===== src/rtl/adc_sample_scheduler_pkg.sv =====
// adc_sample_scheduler_pkg: shared defaults, FSM encoding and channel-width helper
package adc_sample_scheduler_pkg;
  localparam int W_DATA_DEF = 18;
  localparam int N_CHAN_DEF = 8;
  typedef enum logic {ST_IDLE, ST_ISSUE} state_t;
  function automatic int clog2_f(input int n);
    int r;
    r = 0;
    while ((1 << r) < n) r++;
    return r;
  endfunction
endpackage


===== src/rtl/adc_sample_scheduler_if.sv =====
// adc_sample_scheduler_if: sample handshake between the scheduler and the PID core
interface adc_sample_scheduler_if
  import adc_sample_scheduler_pkg::*;
#(
  parameter int W_DATA = W_DATA_DEF,
  parameter int N_CHAN = N_CHAN_DEF
);
  localparam int W_CHAN = clog2_f(N_CHAN);
  logic                     data_valid_out;
  logic signed [W_DATA-1:0] data_out;
  logic [W_CHAN-1:0]        chan_out;
  logic                     core_ready_in;
  modport master (output data_valid_out, data_out, chan_out, input core_ready_in);
  modport slave (input data_valid_out, data_out, chan_out, output core_ready_in);
endinterface


===== src/rtl/adc_sample_scheduler_rr_arbiter.sv =====
// rr_arbiter: grants the first requesting channel after the last grant, wrapping around
module rr_arbiter
  import adc_sample_scheduler_pkg::*;
#(
  parameter int N_CHAN = N_CHAN_DEF,
  localparam int W_CHAN = clog2_f(N_CHAN)
)(
  input  logic [N_CHAN-1:0] req,
  input  logic [W_CHAN-1:0] last,
  output logic              gnt_valid,
  output logic [W_CHAN-1:0] gnt_idx
);
  function automatic logic [W_CHAN-1:0] cand(input logic [W_CHAN-1:0] base, input int o);
    int v;
    v = int'(base) + o;
    return W_CHAN'(v >= N_CHAN ? v - N_CHAN : v);
  endfunction
  // scan from the farthest candidate to the nearest so the nearest requester wins
  always_comb begin
    gnt_valid = 1'b0;
    gnt_idx = '0;
    for (int o = N_CHAN; o >= 1; o--) begin
      if (req[cand(last, o)]) begin
        gnt_valid = 1'b1;
        gnt_idx = cand(last, o);
      end
    end
  end
endmodule


===== src/rtl/adc_sample_scheduler.sv =====
// adc_sample_scheduler: captures per-channel ADC samples and issues them round-robin to one PID core
module adc_sample_scheduler
  import adc_sample_scheduler_pkg::*;
#(
  parameter int W_DATA = W_DATA_DEF,
  parameter int N_CHAN = N_CHAN_DEF,
  parameter logic [N_CHAN-1:0] EN_INIT = {N_CHAN{1'b1}},
  localparam int W_CHAN = clog2_f(N_CHAN)
)(
  input  logic                  clk_in,
  input  logic                  reset_in,
  input  logic [N_CHAN-1:0]     data_valid_in,
  input  logic [W_DATA-1:0]     data_a_in,
  input  logic [W_DATA-1:0]     data_b_in,
  input  logic [N_CHAN-1:0]     chan_en_in,
  input  logic                  update_in,
  input  logic                  ovr_clr_in,
  adc_sample_scheduler_if.master pid,
  output logic [N_CHAN-1:0]     overrun_out
);
  localparam int HALF = N_CHAN / 2;
  state_t st, st_n;
  logic [N_CHAN-1:0] en_mask, pending, cap, ovr_set, ld_mask;
  logic [W_DATA-1:0] slot [N_CHAN];
  logic [W_CHAN-1:0] last_grant, gnt_idx;
  logic gnt_valid, load;
  rr_arbiter #(.N_CHAN(N_CHAN)) u_arb (
    .req(pending & en_mask),
    .last(last_grant),
    .gnt_valid(gnt_valid),
    .gnt_idx(gnt_idx)
  );
  // FSM state register; reset drops any in-flight sample at once
  always_ff @(posedge clk_in or posedge reset_in)
    if (reset_in) st <= ST_IDLE;
    else st <= st_n;
  // a winner loads when idle, or when the core takes the current sample
  always_comb begin
    load = gnt_valid && (st == ST_IDLE || pid.core_ready_in);
    st_n = (st == ST_ISSUE && !pid.core_ready_in) ? ST_ISSUE : (gnt_valid ? ST_ISSUE : ST_IDLE);
    pid.data_valid_out = st == ST_ISSUE;
  end
  // captures this edge; a recapture of the channel being loaded is not an overrun
  always_comb begin
    cap = data_valid_in & en_mask;
    ld_mask = '0;
    if (load) ld_mask[gnt_idx] = 1'b1;
    ovr_set = cap & pending & ~ld_mask;
  end
  // slots, pending flags, enable mask, overrun flags and the issue registers
  always_ff @(posedge clk_in or posedge reset_in)
    if (reset_in) begin
      for (int i = 0; i < N_CHAN; i++) slot[i] <= '0;
      pending <= '0;
      en_mask <= EN_INIT;
      last_grant <= W_CHAN'(N_CHAN - 1);
      overrun_out <= '0;
      pid.data_out <= '0;
      pid.chan_out <= '0;
    end else begin
      if (load) begin
        pid.data_out <= slot[gnt_idx];
        pid.chan_out <= gnt_idx;
        last_grant <= gnt_idx;
      end
      for (int i = 0; i < N_CHAN; i++)
        if (cap[i]) slot[i] <= (i < HALF) ? data_a_in : data_b_in;
      pending <= ((pending & ~ld_mask) | cap) & (update_in ? chan_en_in : '1);
      if (update_in) en_mask <= chan_en_in;
      overrun_out <= (ovr_clr_in ? '0 : overrun_out) | ovr_set;
    end
endmodule


===== src/flat_wrapper.sv =====
// flat-port wrapper written by rule: the top's interface ports become plain ports
module adc_sample_scheduler_flat import adc_sample_scheduler_pkg::*;
#(
  parameter int W_DATA = W_DATA_DEF,
  parameter int N_CHAN = N_CHAN_DEF,
  parameter logic [N_CHAN-1:0] EN_INIT = {N_CHAN{1'b1}},
  localparam int W_CHAN = clog2_f(N_CHAN)
)
  (clk_in, reset_in, data_valid_in, data_a_in, data_b_in, chan_en_in, update_in, ovr_clr_in, overrun_out, pid_data_valid_out, pid_data_out, pid_chan_out, pid_core_ready_in);
  adc_sample_scheduler_if #(.W_DATA(W_DATA), .N_CHAN(N_CHAN)) pid_i ();
  input  logic clk_in;
  input  logic reset_in;
  input  logic [N_CHAN-1:0] data_valid_in;
  input  logic [W_DATA-1:0] data_a_in;
  input  logic [W_DATA-1:0] data_b_in;
  input  logic [N_CHAN-1:0] chan_en_in;
  input  logic update_in;
  input  logic ovr_clr_in;
  output logic [N_CHAN-1:0] overrun_out;
  output wire logic [$bits(pid_i.data_valid_out)-1:0] pid_data_valid_out;
  output wire logic [$bits(pid_i.data_out)-1:0] pid_data_out;
  output wire logic [$bits(pid_i.chan_out)-1:0] pid_chan_out;
  input wire logic [$bits(pid_i.core_ready_in)-1:0] pid_core_ready_in;
  assign pid_data_valid_out = pid_i.data_valid_out;
  assign pid_data_out = pid_i.data_out;
  assign pid_chan_out = pid_i.chan_out;
  assign pid_i.core_ready_in = pid_core_ready_in;
  adc_sample_scheduler #(.W_DATA(W_DATA), .N_CHAN(N_CHAN), .EN_INIT(EN_INIT)) u_core (.clk_in(clk_in), .reset_in(reset_in), .data_valid_in(data_valid_in), .data_a_in(data_a_in), .data_b_in(data_b_in), .chan_en_in(chan_en_in), .update_in(update_in), .ovr_clr_in(ovr_clr_in), .pid(pid_i), .overrun_out(overrun_out));
endmodule

===== config.mk =====
export PLATFORM = sky130hd
export DESIGN_NAME = adc_sample_scheduler_flat
export DESIGN_NICKNAME = d
export VERILOG_FILES = /design/src/rtl/adc_sample_scheduler_pkg.sv /design/src/rtl/adc_sample_scheduler_if.sv /design/src/rtl/adc_sample_scheduler_rr_arbiter.sv /design/src/rtl/adc_sample_scheduler.sv /design/src/flat_wrapper.sv
export SDC_FILE = /design/constraint.sdc
export NUM_CORES = 1
export LEC_CHECK = 0
export BUFFER_PORTS_ARGS = -buffer_cell sky130_fd_sc_hd__buf_2
export CAP_MARGIN = 25
export CORE_ASPECT_RATIO = 1.25
export CORE_MARGIN = 10
export CORE_UTILIZATION = 64
export CTS_CLUSTER_DIAMETER = 60
export DETAILED_ROUTE_END_ITERATION = 12
export GPL_ROUTABILITY_DRIVEN = 0
export GPL_TIMING_DRIVEN = 0
export PLACE_DENSITY = 0.85
export SLEW_MARGIN = 20
export SYNTH_ARGS = -nofsm -noshare
export SYNTH_HDL_FRONTEND = slang
export SYNTH_SLANG_ARGS = --single-unit

===== constraint.sdc =====
create_clock -name clk_in -period 17.91 [get_ports clk_in]
set_input_delay 2.6865 -clock clk_in [delete_from_list [all_inputs] [get_ports clk_in]]
set_output_delay 2.6865 -clock clk_in [all_outputs]
set_load 0.03 [all_outputs]

==> results.toml <==
[logic_synthesis]
ys_types = 56
avgSynthCellArea_um2 = 13.0
synthTopCellsByCount = "dfrtp_1 (182), mux2_2 (156), mux2i_1 (78), o22ai_1 (27), clkbuf_1 (25)"
synth.cell_area_mm2 = 0.00947
synth_fp_nets = 786
synth_top_cell_by_area = "dfrtp_1"
synth_edf_count = 0
ys_top_cells_by_area = "dfrtp_1 (48%), mux2_2 (19%), mux2i_1 (8.2%), mux4_2 (3.3%), dfstp_2 (3.1%)"
yosys_warnings = 0
seq_area_frac_synth_pct = 51.1
yosysMostFrequentCell = "dfrtp_1"
ys_ff_latch = 193
async_reset_ff_share_pct = 100
syn_inst = 727
synthFlopType = "dfrtp_1"
synth_top_area_share_pct = 48.1

[place]
dp_hpwl_um = 17200
io_buffers = 84

[clock_tree]
cts_root_buffer = "clkbuf_16"
cts_tree = "built"
post_cts_buffers = 0
cts_hold_buf = 0
cts_htree_levels = 4
insertion_delay_ps = 440
clk_pin_slew_ps = 70
cts_inserted_buffers = 17
cts_resized = 0
cts_buffer_depth = 2
clock-sinks = 193

[sta]
slew_violations = 0
tightest_slew_ps = 723
period_share_pct = 25.0
max_freq_mhz = 224
finalSetupViolCount = 0
hold_viol = 0
final.setup.tns_ps = 0
max_slew_margin_pct = 51.8
grt_setup_unrepaired = "false"
fin_crit_ps = 4470
clock_skew_ps = 5.84

[route]
drt_wl_total_um = 24200
route.antenna.remaining_nets = 0
wl_per_cell_um = 23.6
routed_via_density = 6.56
vias = 6708
route.detailed.drc = 0
drt_iter0_markers = 675
drtPass1Iterations = 6

[global_route]
grtUsageTotal_pct = 24.2
gr-total-overflow = 0
antenna_found_initial = 2
grt_pass1_vias = 7249
grt_first_pass_wirelength_um = 38100
grt_max_degree = 108

[critical_path]
critPathMaxFanout = 10
cp_data_required_time_ps = 18280
critPathTopFamily = "buffers and inverters"
slowest_stage = "mux4_2"
critPathMaxStageDelay_ps = 620
endpoint_kind = "register"
critPathKind = "register to register"
path_cells = "clkbuf_1 > inv_1 > clkbuf_1 > ha_1 > xnor2_1 > mux4_2 > nor3_1 > o31a_1 > o31a_1 > buf_4 > nand2_2 > buf_2 > o221ai_1 > o22a_1"
crit_buf_inv = 5
cp.arrival_ps = 4840
start_kind = "register"

[floorplanning]
coreArea_mm2 = 0.0145
die_area_mm2 = 0.0201
die_y_um = 156
row_count = 49
start_util_pct = 65.5
pin_count = 87
die_w_um = 129

[worst_hold_path]
hold_path_class = "register to register"

[run]
drv_cap = 0

[layout]
final_nets = 890
layout.area.seq_mm2 = 0.00484
nFillCells = 977
drive_gt1_share_pct = 39.1
syn2layout_area_growth_pct = 13.3
multi_input_area_mm2 = 0.00430

[status]
outcome = "complete, no violations"
-- metal layers --
| layer | vias to the layer above | track usage [%] | share of wire [%] |
|---|---|---|---|
| met2 | 254 | 42.9 | 52 |
| met3 | 64 | 4.90 | 5.8 |
| met4 | 0 | 11.4 | 3.7 |
| met5 | - | 0 | 0 |
| met1 | 3461 | 27.3 | 39 |
| li1 | 2929 | - | - |
-- cell type report --
cell class	instances	share of cell area (%)
antenna	1	0.0233
buffer	49	2.41
clock inverter	10	0.909
inverter	18	0.699
tap	178	2.07
sequential	193	45.1
timing repair buffer	85	4.17
clock buffer	22	4.51
multi-input combinational	467	40.1
-- stage by stage --
step	instances	hold WS [ps]	worst slack [ps]	utilization [%]	area, µm²
6_report	1023	494	13440	74.2	10700
3_5_place_dp	990	487	13480	70.1	10100
5_1_grt	1022	513	13270	74.2	10700
2_1_floorplan	727	479	9990	-	9470
4_1_cts	1022	503	13540	74.2	10700
3_3_place_gp	989	472	8540	69.9	10100
-- final timing paths --
kind / start / to / slack (ps) / cells past startpoint
max: u_core.last_grant[1] / u_core.pid.data_out[9] / 13440 / 14
min reg2reg: u_core.pid.chan_out[2] / u_core.pid.chan_out[2] / 490 / 1
max in group asynchronous: reset_in / u_core.last_grant[1] / 14610 / 3
min in group asynchronous: reset_in / u_core.slot[47] / 2340 / 2
min: u_core.pid.chan_out[2] / u_core.pid.chan_out[2] / 490 / 1
max reg2reg: u_core.last_grant[1] / u_core.pid.data_out[9] / 13440 / 14
-- logic make-up (layout without fill, tap and decap cells) --
logic type,after synthesis,after routing,synth area share (%)
fa+ha+maj,2,2,0.264
mux,248,248,30.1
flops,193,193,51.1
compound gates,126,126,9.54
xor+xnor,4,4,0.449
simple gates,87,87,5.05
buf+inv,67,184,3.45
other cells,0,1,0
-- sequential cells by signal, indices dropped and copies added, names as in the netlist --
register and cells:
u_core.en_mask 8, u_core.last_grant 3, u_core.overrun_out 8, u_core.pending 8, u_core.pid.chan_out 3, u_core.pid.data_out 18
u_core.pid.data_valid_out 1, u_core.slot 144
-- cell usage in the layout, fill, tap and decap left out, types with 5 or more instances in the layout --
master     instances
clkbuf_16         17
nand2_1           21
o21a_1             5
dfrtp_1          182
o22ai_1           27
mux4_2            14
nor2b_1            8
a21oi_1           16
o21ai_1            5
o21ai_0           14
and2_1            10
o22a_1            18
nor2_1            12
buf_4             11
and3_1             7
dfstp_2           11
inv_1             15
clkbuf_1          26
mux2_2           156
buf_2             93
nand3_1            5
o221ai_1          18
mux2i_1           78
Power is left out: the tool's default activity adds up to more than one toggle a clock period on the data nets, which glitch-free logic cannot reach.
